<file path="config.mk">
export PLATFORM = sky130hd
export DESIGN_NAME = rbm_vote_controller
export DESIGN_NICKNAME = d
export VERILOG_FILES = /design/src/rtl/rbm_vote_controller.sv
export SDC_FILE = /design/constraint.sdc
export NUM_CORES = 1
export LEC_CHECK = 0
export BUFFER_PORTS_ARGS = -buffer_cell sky130_fd_sc_hd__buf_4
export CAP_MARGIN = 20
export CORE_MARGIN = 3
export CORE_UTILIZATION = 54
export DETAILED_ROUTE_END_ITERATION = 12
export MAX_ROUTING_LAYER = met4
export PLACE_DENSITY = 0.85
export SETUP_SLACK_MARGIN = 0.3
export SLEW_MARGIN = 5
export SYNTH_ARGS = -nofsm -noshare
export SYNTH_HDL_FRONTEND = slang
export SYNTH_SLANG_ARGS = --single-unit
</file>
<file path="constraint.sdc">
create_clock -name clock -period 22 [get_ports clock]
set_clock_uncertainty 0.15 [all_clocks]
set_input_delay 4.4 -clock clock [delete_from_list [all_inputs] [get_ports clock]]
set_output_delay 4.4 -clock clock [all_outputs]
set_load 0.1 [all_outputs]
</file>
<file path="src/rtl/rbm_vote_controller.sv">
// RBM class-vote accumulator: samples class lines, counts votes, picks winner.
// Optional early stop on a vote lead of MARGIN: define RBM_VOTE_EARLY_STOP_EN.
module rbm_vote_controller #(
  parameter int OUTPUT_DIM = 10,
  parameter int COUNT_W    = 12,
  parameter int ITER_W     = 10,
  parameter int MARGIN     = 8,
  localparam int WIN_W     = (OUTPUT_DIM > 1) ? $clog2(OUTPUT_DIM) : 1
) (
  input  logic                          clock,
  input  logic                          reset,
  input  logic                          start,
  input  logic [ITER_W-1:0]             iter_limit,
  input  logic                          sample_valid,
  input  logic [OUTPUT_DIM-1:0]         sample,
  output logic                          layer_reset,
  output logic [OUTPUT_DIM*COUNT_W-1:0] votes,
  output logic [WIN_W-1:0]              winner,
  output logic [ITER_W-1:0]             iterations,
  output logic                          busy,
  output logic                          finish
);

  typedef enum logic [1:0] {
    S_IDLE,
    S_ARM,
    S_WAIT,
    S_DONE
  } state_e;

  state_e              state_q;
  logic [COUNT_W-1:0]  cnt_q [OUTPUT_DIM];
  logic [COUNT_W-1:0]  cnt_d [OUTPUT_DIM];
  logic [ITER_W-1:0]   iter_q;
  logic [ITER_W-1:0]   iter_d;
  logic [ITER_W-1:0]   lim_q;
  logic [WIN_W-1:0]    win_q;
  logic                busy_q;
  logic                fin_q;
  logic                lr_q;

  logic [COUNT_W-1:0]  best_val;
  logic [WIN_W-1:0]    best_idx;
  logic                last_iter;
  logic                early_stop;

  // Post-update counts; only committed on an accepted sample.
  always_comb begin
    for (int i = 0; i < OUTPUT_DIM; i++) begin
      cnt_d[i] = cnt_q[i];
      if (sample[i] && (cnt_q[i] != {COUNT_W{1'b1}}))
        cnt_d[i] = cnt_q[i] + COUNT_W'(1);
    end
  end

  always_comb begin
    best_val = cnt_d[0];
    best_idx = '0;
    for (int i = 1; i < OUTPUT_DIM; i++) begin
      if (cnt_d[i] > best_val) begin
        best_val = cnt_d[i];
        best_idx = WIN_W'(i);
      end
    end
  end

`ifdef RBM_VOTE_EARLY_STOP_EN
  logic [COUNT_W-1:0] sec_val;
  logic [COUNT_W-1:0] lead;

  always_comb begin
    sec_val = '0;
    for (int i = 0; i < OUTPUT_DIM; i++) begin
      if ((WIN_W'(i) != best_idx) && (cnt_d[i] > sec_val))
        sec_val = cnt_d[i];
    end
  end

  assign lead       = best_val - sec_val;
  assign early_stop = (int'(lead) >= MARGIN);
`else
  assign early_stop = 1'b0;
`endif

  assign iter_d    = iter_q + ITER_W'(1);
  assign last_iter = (iter_d == lim_q);

  always_ff @(posedge clock) begin
    if (!reset) begin
      state_q <= S_IDLE;
      for (int i = 0; i < OUTPUT_DIM; i++)
        cnt_q[i] <= '0;
      iter_q  <= '0;
      lim_q   <= '0;
      win_q   <= '0;
      busy_q  <= 1'b0;
      fin_q   <= 1'b0;
      lr_q    <= 1'b1;
    end else begin
      unique case (state_q)
        S_IDLE, S_DONE: begin
          if (start) begin
            for (int i = 0; i < OUTPUT_DIM; i++)
              cnt_q[i] <= '0;
            iter_q <= '0;
            win_q  <= '0;
            lim_q  <= iter_limit;
            lr_q   <= 1'b1;
            if (iter_limit == '0) begin
              state_q <= S_DONE;
              busy_q  <= 1'b0;
              fin_q   <= 1'b1;
            end else begin
              state_q <= S_ARM;
              busy_q  <= 1'b1;
              fin_q   <= 1'b0;
            end
          end
        end
        S_ARM: begin
          state_q <= S_WAIT;
          lr_q    <= 1'b0;
        end
        S_WAIT: begin
          if (sample_valid) begin
            cnt_q  <= cnt_d;
            iter_q <= iter_d;
            lr_q   <= 1'b1;
            if (last_iter || early_stop) begin
              state_q <= S_DONE;
              busy_q  <= 1'b0;
              fin_q   <= 1'b1;
              win_q   <= best_idx;
            end else begin
              state_q <= S_ARM;
            end
          end
        end
        default: begin
          state_q <= S_IDLE;
          busy_q  <= 1'b0;
          fin_q   <= 1'b0;
          lr_q    <= 1'b1;
        end
      endcase
    end
  end

  for (genvar g = 0; g < OUTPUT_DIM; g++) begin : g_votes
    assign votes[g*COUNT_W +: COUNT_W] = cnt_q[g];
  end

  assign layer_reset = lr_q;
  assign winner      = win_q;
  assign iterations  = iter_q;
  assign busy        = busy_q;
  assign finish      = fin_q;

endmodule

</file>
; ---- Word level (Yosys, flattened, before mapping)
; Index checks and enable logic that the tools add are counted.
[word_totals]
reg_bits = 149
[op_classes]
magnitude_cmp = 9
muxes = 55
reduce_logical = 18
n_eq_ne = 17
addsub = 11
[ops]
columns = cell, n
row1 = 120-bit 2-to-1 mux, 2
row2 = 120-bit case mux with 2 select lines, 1
row3 = 12-bit 2-to-1 mux, 18
row4 = "12-bit by 1-bit adder with 12-bit output, second input constant", 10
row5 = "12-bit inequality test, second input constant", 10
row6 = 12-bit greater-than comparator, 9
row7 = 4-bit 2-to-1 mux, 11
row8 = 10-bit 2-to-1 mux, 2
row9 = 10-bit case mux with 2 select lines, 1
row10 = 1-bit 2-to-1 mux, 11
row11 = "10-bit by 1-bit adder with 10-bit output, second input constant", 1
row12 = 10-bit equality test, 1
row13 = 1-bit logical AND, 10
row14 = 10-bit zero test, 1
row15 = 2-bit 2-to-1 mux, 4
row16 = 4-bit case mux with 2 select lines, 1
row17 = "2-bit inequality test, second input constant", 3
row18 = 2-bit case mux with 3 select lines, 1
row19 = "2-bit equality test, second input constant", 2
row20 = 1-bit case mux with 2 select lines, 2
row21 = 2-bit AND reduction, 2
row22 = 4-bit AND reduction, 1
row23 = 1-bit case mux with 3 select lines, 1
row24 = 3-bit AND reduction, 1
row25 = 4 further kinds, 4

; ---- Longest topological paths before layout
[depth]
word_depth = 24
ltp_mapped = 118
depth_no_buf = 110

; ---- Worst setup path before layout
; No wires, ideal clock.
[synth_timing]
kind = input-to-reg
from = in sample[0]
to = reg win_q[1] (netlist: winner[1])
arrival_ns = 23.022
cell_stages = 102
n_path_buf = 8
slack_ns = -1.232
path_cell_list = a21boi_1 -> nand4_1 -> nor2_1 -> nand4_1 -> xor2_1 -> ha_1 -> nand2_1 -> nor2_1 -> nand4_1 -> a21oi_1 -> a21oi_1 -> a22oi_1 -> buf_2 -> mux2i_1 -> inv_1 -> ha_1 -> and4_1 -> nand4_1 -> (+66 left out) -> o21ai_0 -> o311ai_0 -> o31ai_1 -> clkbuf_1 -> o22ai_1 -> a31o_1 -> ha_1 -> nor2b_1 -> o21ai_0 -> nand2b_1 -> a21oi_1 -> nor3_1 -> a2111oi_0 -> nor2_1 -> nor2_1 -> nand2_1 -> a31oi_1 -> a21o_1
[synth_between]
elab_chain_len = 23
word_cells_on_any_way = 30
[synth_rtl]
columns = element, line_no
row1 = from (decl), 15  ; input logic [OUTPUT_DIM-1:0] sample,
row2 = 1-bit logical AND *, 51  ; if (sample[i] && (cnt_q[i] != {COUNT_W{1'b1}}))
row3 = 12-bit 2-to-1 mux *, 51
row4 = 12-bit greater-than comparator, 60  ; if (cnt_d[i] > best_val) begin
row5 = 12-bit 2-to-1 mux *, 60
row6 = 12-bit greater-than comparator, 60
row7 = 12-bit 2-to-1 mux, 60
row8 = 12-bit greater-than comparator, 60
row9 = 12-bit 2-to-1 mux, 60
row10 = (+7 left out), --
row11 = 12-bit 2-to-1 mux, 60
row12 = 12-bit greater-than comparator, 60
row13 = 12-bit 2-to-1 mux, 60
row14 = 12-bit greater-than comparator, 60
row15 = 4-bit 2-to-1 mux *, 60
row16 = 4-bit 2-to-1 mux *, 129  ; if (last_iter || early_stop) begin
row17 = 4-bit 2-to-1 mux *, 125  ; if (sample_valid) begin
row18 = 4-bit case mux with 2 select lines *, 100  ; unique case (state_q)
row19 = to (signal assigned), 133  ; win_q <= best_idx;
row20 = to (decl), 37  ; logic [WIN_W-1:0] win_q;
; Every way passes the cells marked *; elsewhere a longest branch is shown, timed or not. The select of a mux whose other input is x is not followed.
; A chain may end at the register's enable or synchronous reset.

; ---- Worst setup path after layout
[layout_timing]
from = in sample[1]
to = reg win_q[1] (netlist: winner[1])
; The elaborated chain is that of the path after synthesis.

==> impl_metrics.tcl <==
set metrics [dict create \
    fin_nets 2005 \
    antenna_found_initial 0 \
    syn_inst 1625 \
    post-place-ws_ps -671.3 \
    dr.pass1.iters 10 \
    period_needed_ps 22310 \
    timing.rr.start "votes[13]" \
    rsz0062_at_grt "yes" \
    die-area_um2 24610 \
    drcViolationCount 1 \
    place_inst 2056 \
    outcome "finished with violations" \
    ir_worst_vdd_mv 0.06928 \
    final.period_utilization 1.014 \
    clockBufferDepth 2 \
    yosysMostFrequentCell "nor2_1" \
    final_antenna_net_count 0 \
    fin_cells 2159 \
    drtIter0Drc 1540 \
    hold-path-endpoint "winner[2]" \
    grt_pass1_wl_um 60930 \
    cp.required_ps 22230 \
    ctsHoldBuffers 0 \
    synth_top_cell_by_area "dfxtp_1" \
    min-delay-start "winner[2]" \
    crit_type "primary input to register" \
    grt_usage 0.3089 \
    htreeDepth 4 \
    grt_pass1_vias 12050 \
    start_kind "primary input" \
    hold_violations 0 \
    clk_pin_slew_ps 60 \
    finalWorstSetupSlack_ps -312.2 \
    gp_congestion 1.003 \
    synthesis.area_um2 12290 \
    core_um2 22090 \
    total_power_uw 1393 \
    slowest_stage "or4bb_1" \
    worstSkewPairLatency_ps 440 \
    synth_top_area_share 0.2427 \
    port_buffers 160 \
    drive_gt1_frac 0.2741 \
    synth_cell_type_count 74 \
    worstReg2RegEnd "winner[1]" \
    num_rows 54 \
    critPathMaxStageDelay_ps 540 \
    synth-edff-count 0 \
    min_path_type "register to register" \
    worst_hold_path.num_cells 1 \
    grt_max_degree 75 \
    yosysWarnings 0 \
    ys_top_cells_by_area "dfxtp_1 24%, ha_1 12%, nor2_1 7.3%" \
    clock-sinks 149 \
    finalSetupViolCount 4 \
    start_util 0.5563 \
    synth_flop_cell "dfxtp_1" \
    viasPerCell 6.322 \
    tightest_slew_ps 927.5 \
    wl_per_cell_um 19.59 \
    vias 13650 \
    fmax_mhz 44.82 \
    crit_arrival_ps 22540 \
    ys_seq_area_frac 0.2427 \
    cts_tree "done" \
    slew_headroom 0.3788 \
    crit_family "compound AO/OA/AOI/OAI gates" \
    synth_seq_cells 149 \
    diodes 0 \
    die_y_um 156.9 \
    powerDensity_nw_per_um2 85.40 \
    slew_viol_final 0 \
    io_pins 161 \
    critPathMaxFanout 7 \
    routed_wl_um 42290 \
    area_growth_pct 32.73 \
    maxCapViolations 0 \
    avgSynthCellArea_um2 7.563 \
    ff2ff_path_depth 105 \
    synth_fp_nets 1764 \
    r2r_slack_ps 2480 \
    endpoint_kind "register" \
    clockRootBuffer "clkbuf_16" \
    crit_top_cell "a21o_1" \
    p_leak_uw 0.007066 \
    path_buf_inv 11 \
    async_reset_ff_frac 0 \
    numCtsBuffers 17 \
    die_x_um 156.9 \
    setup-tns-final_ps -1133 \
    netlist_top_cells_count "240 x nor2_1, 149 x dfxtp_1, 144 x nand2_1, 115 x ha_1, 101 x a21oi_1" \
    hold_ws_ps 311.6 \
    violations "DRC, setup timing" \
    grt.overflow.total 0 \
    dp_hpwl_um 26700 \
]
## through the flow
stage / utilization / cell area, µm²
2_1_floorplan: - / 12460
3_3_place_gp: 0.6409 / 14160
3_5_place_dp: 0.6421 / 14190
4_1_cts: 0.6864 / 15170
5_1_grt: 0.7384 / 16310
6_report: 0.7384 / 16310
## placed cells by master (no fill, tap or decap), types with 19 or more instances in the layout
cell,count
nor3_1,36
xnor2_1,85
ha_1,95
and3_1,26
a22oi_1,89
clkbuf_16,19
a21oi_2,26
mux2i_1,23
o21ai_0,53
o21a_1,20
buf_4,271
nand4_1,45
a21oi_1,76
dfxtp_1,149
a21o_1,28
nand2_1,137
nor2_1,229
xor2_1,41
nand3_1,49
inv_1,64
## kinds of logic after synthesis
group / share of synthesized area
simple gates: 0.2399
compound gates: 0.2148
flops: 0.2427
buf+inv: 0.04530
xor+xnor: 0.09121
fa+ha+maj: 0.1187
mux: 0.04734
## worst max path at each step
stage | startpoint | endpoint | slack [ps] | depth (start not counted)
floorplan | sample[0] | winner[1] | 300 | 100
global placement | sample[0] | winner[1] | -140 | 100
detailed placement | sample[1] | winner[1] | -670 | 99
CTS | sample[1] | winner[1] | 320 | 99
global route | sample[0] | winner[3] | -890 | 102
finish | sample[1] | winner[1] | -310 | 103
## power by group
| part | leakage, µW | switching (µW) | internal [µW] |
|---|---|---|---|
| Sequential | 0.00120 | 2.80 | 273 |
| Clock | 0.000305 | 143 | 177 |
| Combinational | 0.00556 | 440 | 358 |
## state kept, by name, indices dropped and copies added, names as in the netlist
signal / flops
votes: 120
layer_reset: 1
iterations: 10
state_q: 2
winner: 4
finish: 1
lim_q: 10
busy: 1
## routing by layer
metal  wire [µm]  share of wire  GRT usage  vias up
met1       17420           0.41     0.4142     6401
met4        1806          0.043     0.1163        0
met2       19540           0.46     0.4728      785
met3        3519          0.083    0.04287      171
li1            -              -          -     6293
met5           0              0          -        -
## area by class of cell
type                       instances  area [µm²]
inverter                          70       270.3
timing repair buffer             295        2372
multi-input combinational       1333        9713
fill                            1531        5781
clock buffer                      18       439.2
tap                              280       350.3
sequential                       149        2983
clock inverter                    14       185.2
## timing repair
action | in CTS | in global routing
cloned | 1 | 1
pin swaps | 25 | 81
setup buffers | 27 | 42
resized for setup | 32 | 181
endpoints found under the hold margin | 0 | 0
endpoints found under the setup margin | 4 | 4
Power figures use the tool's default switching activity.
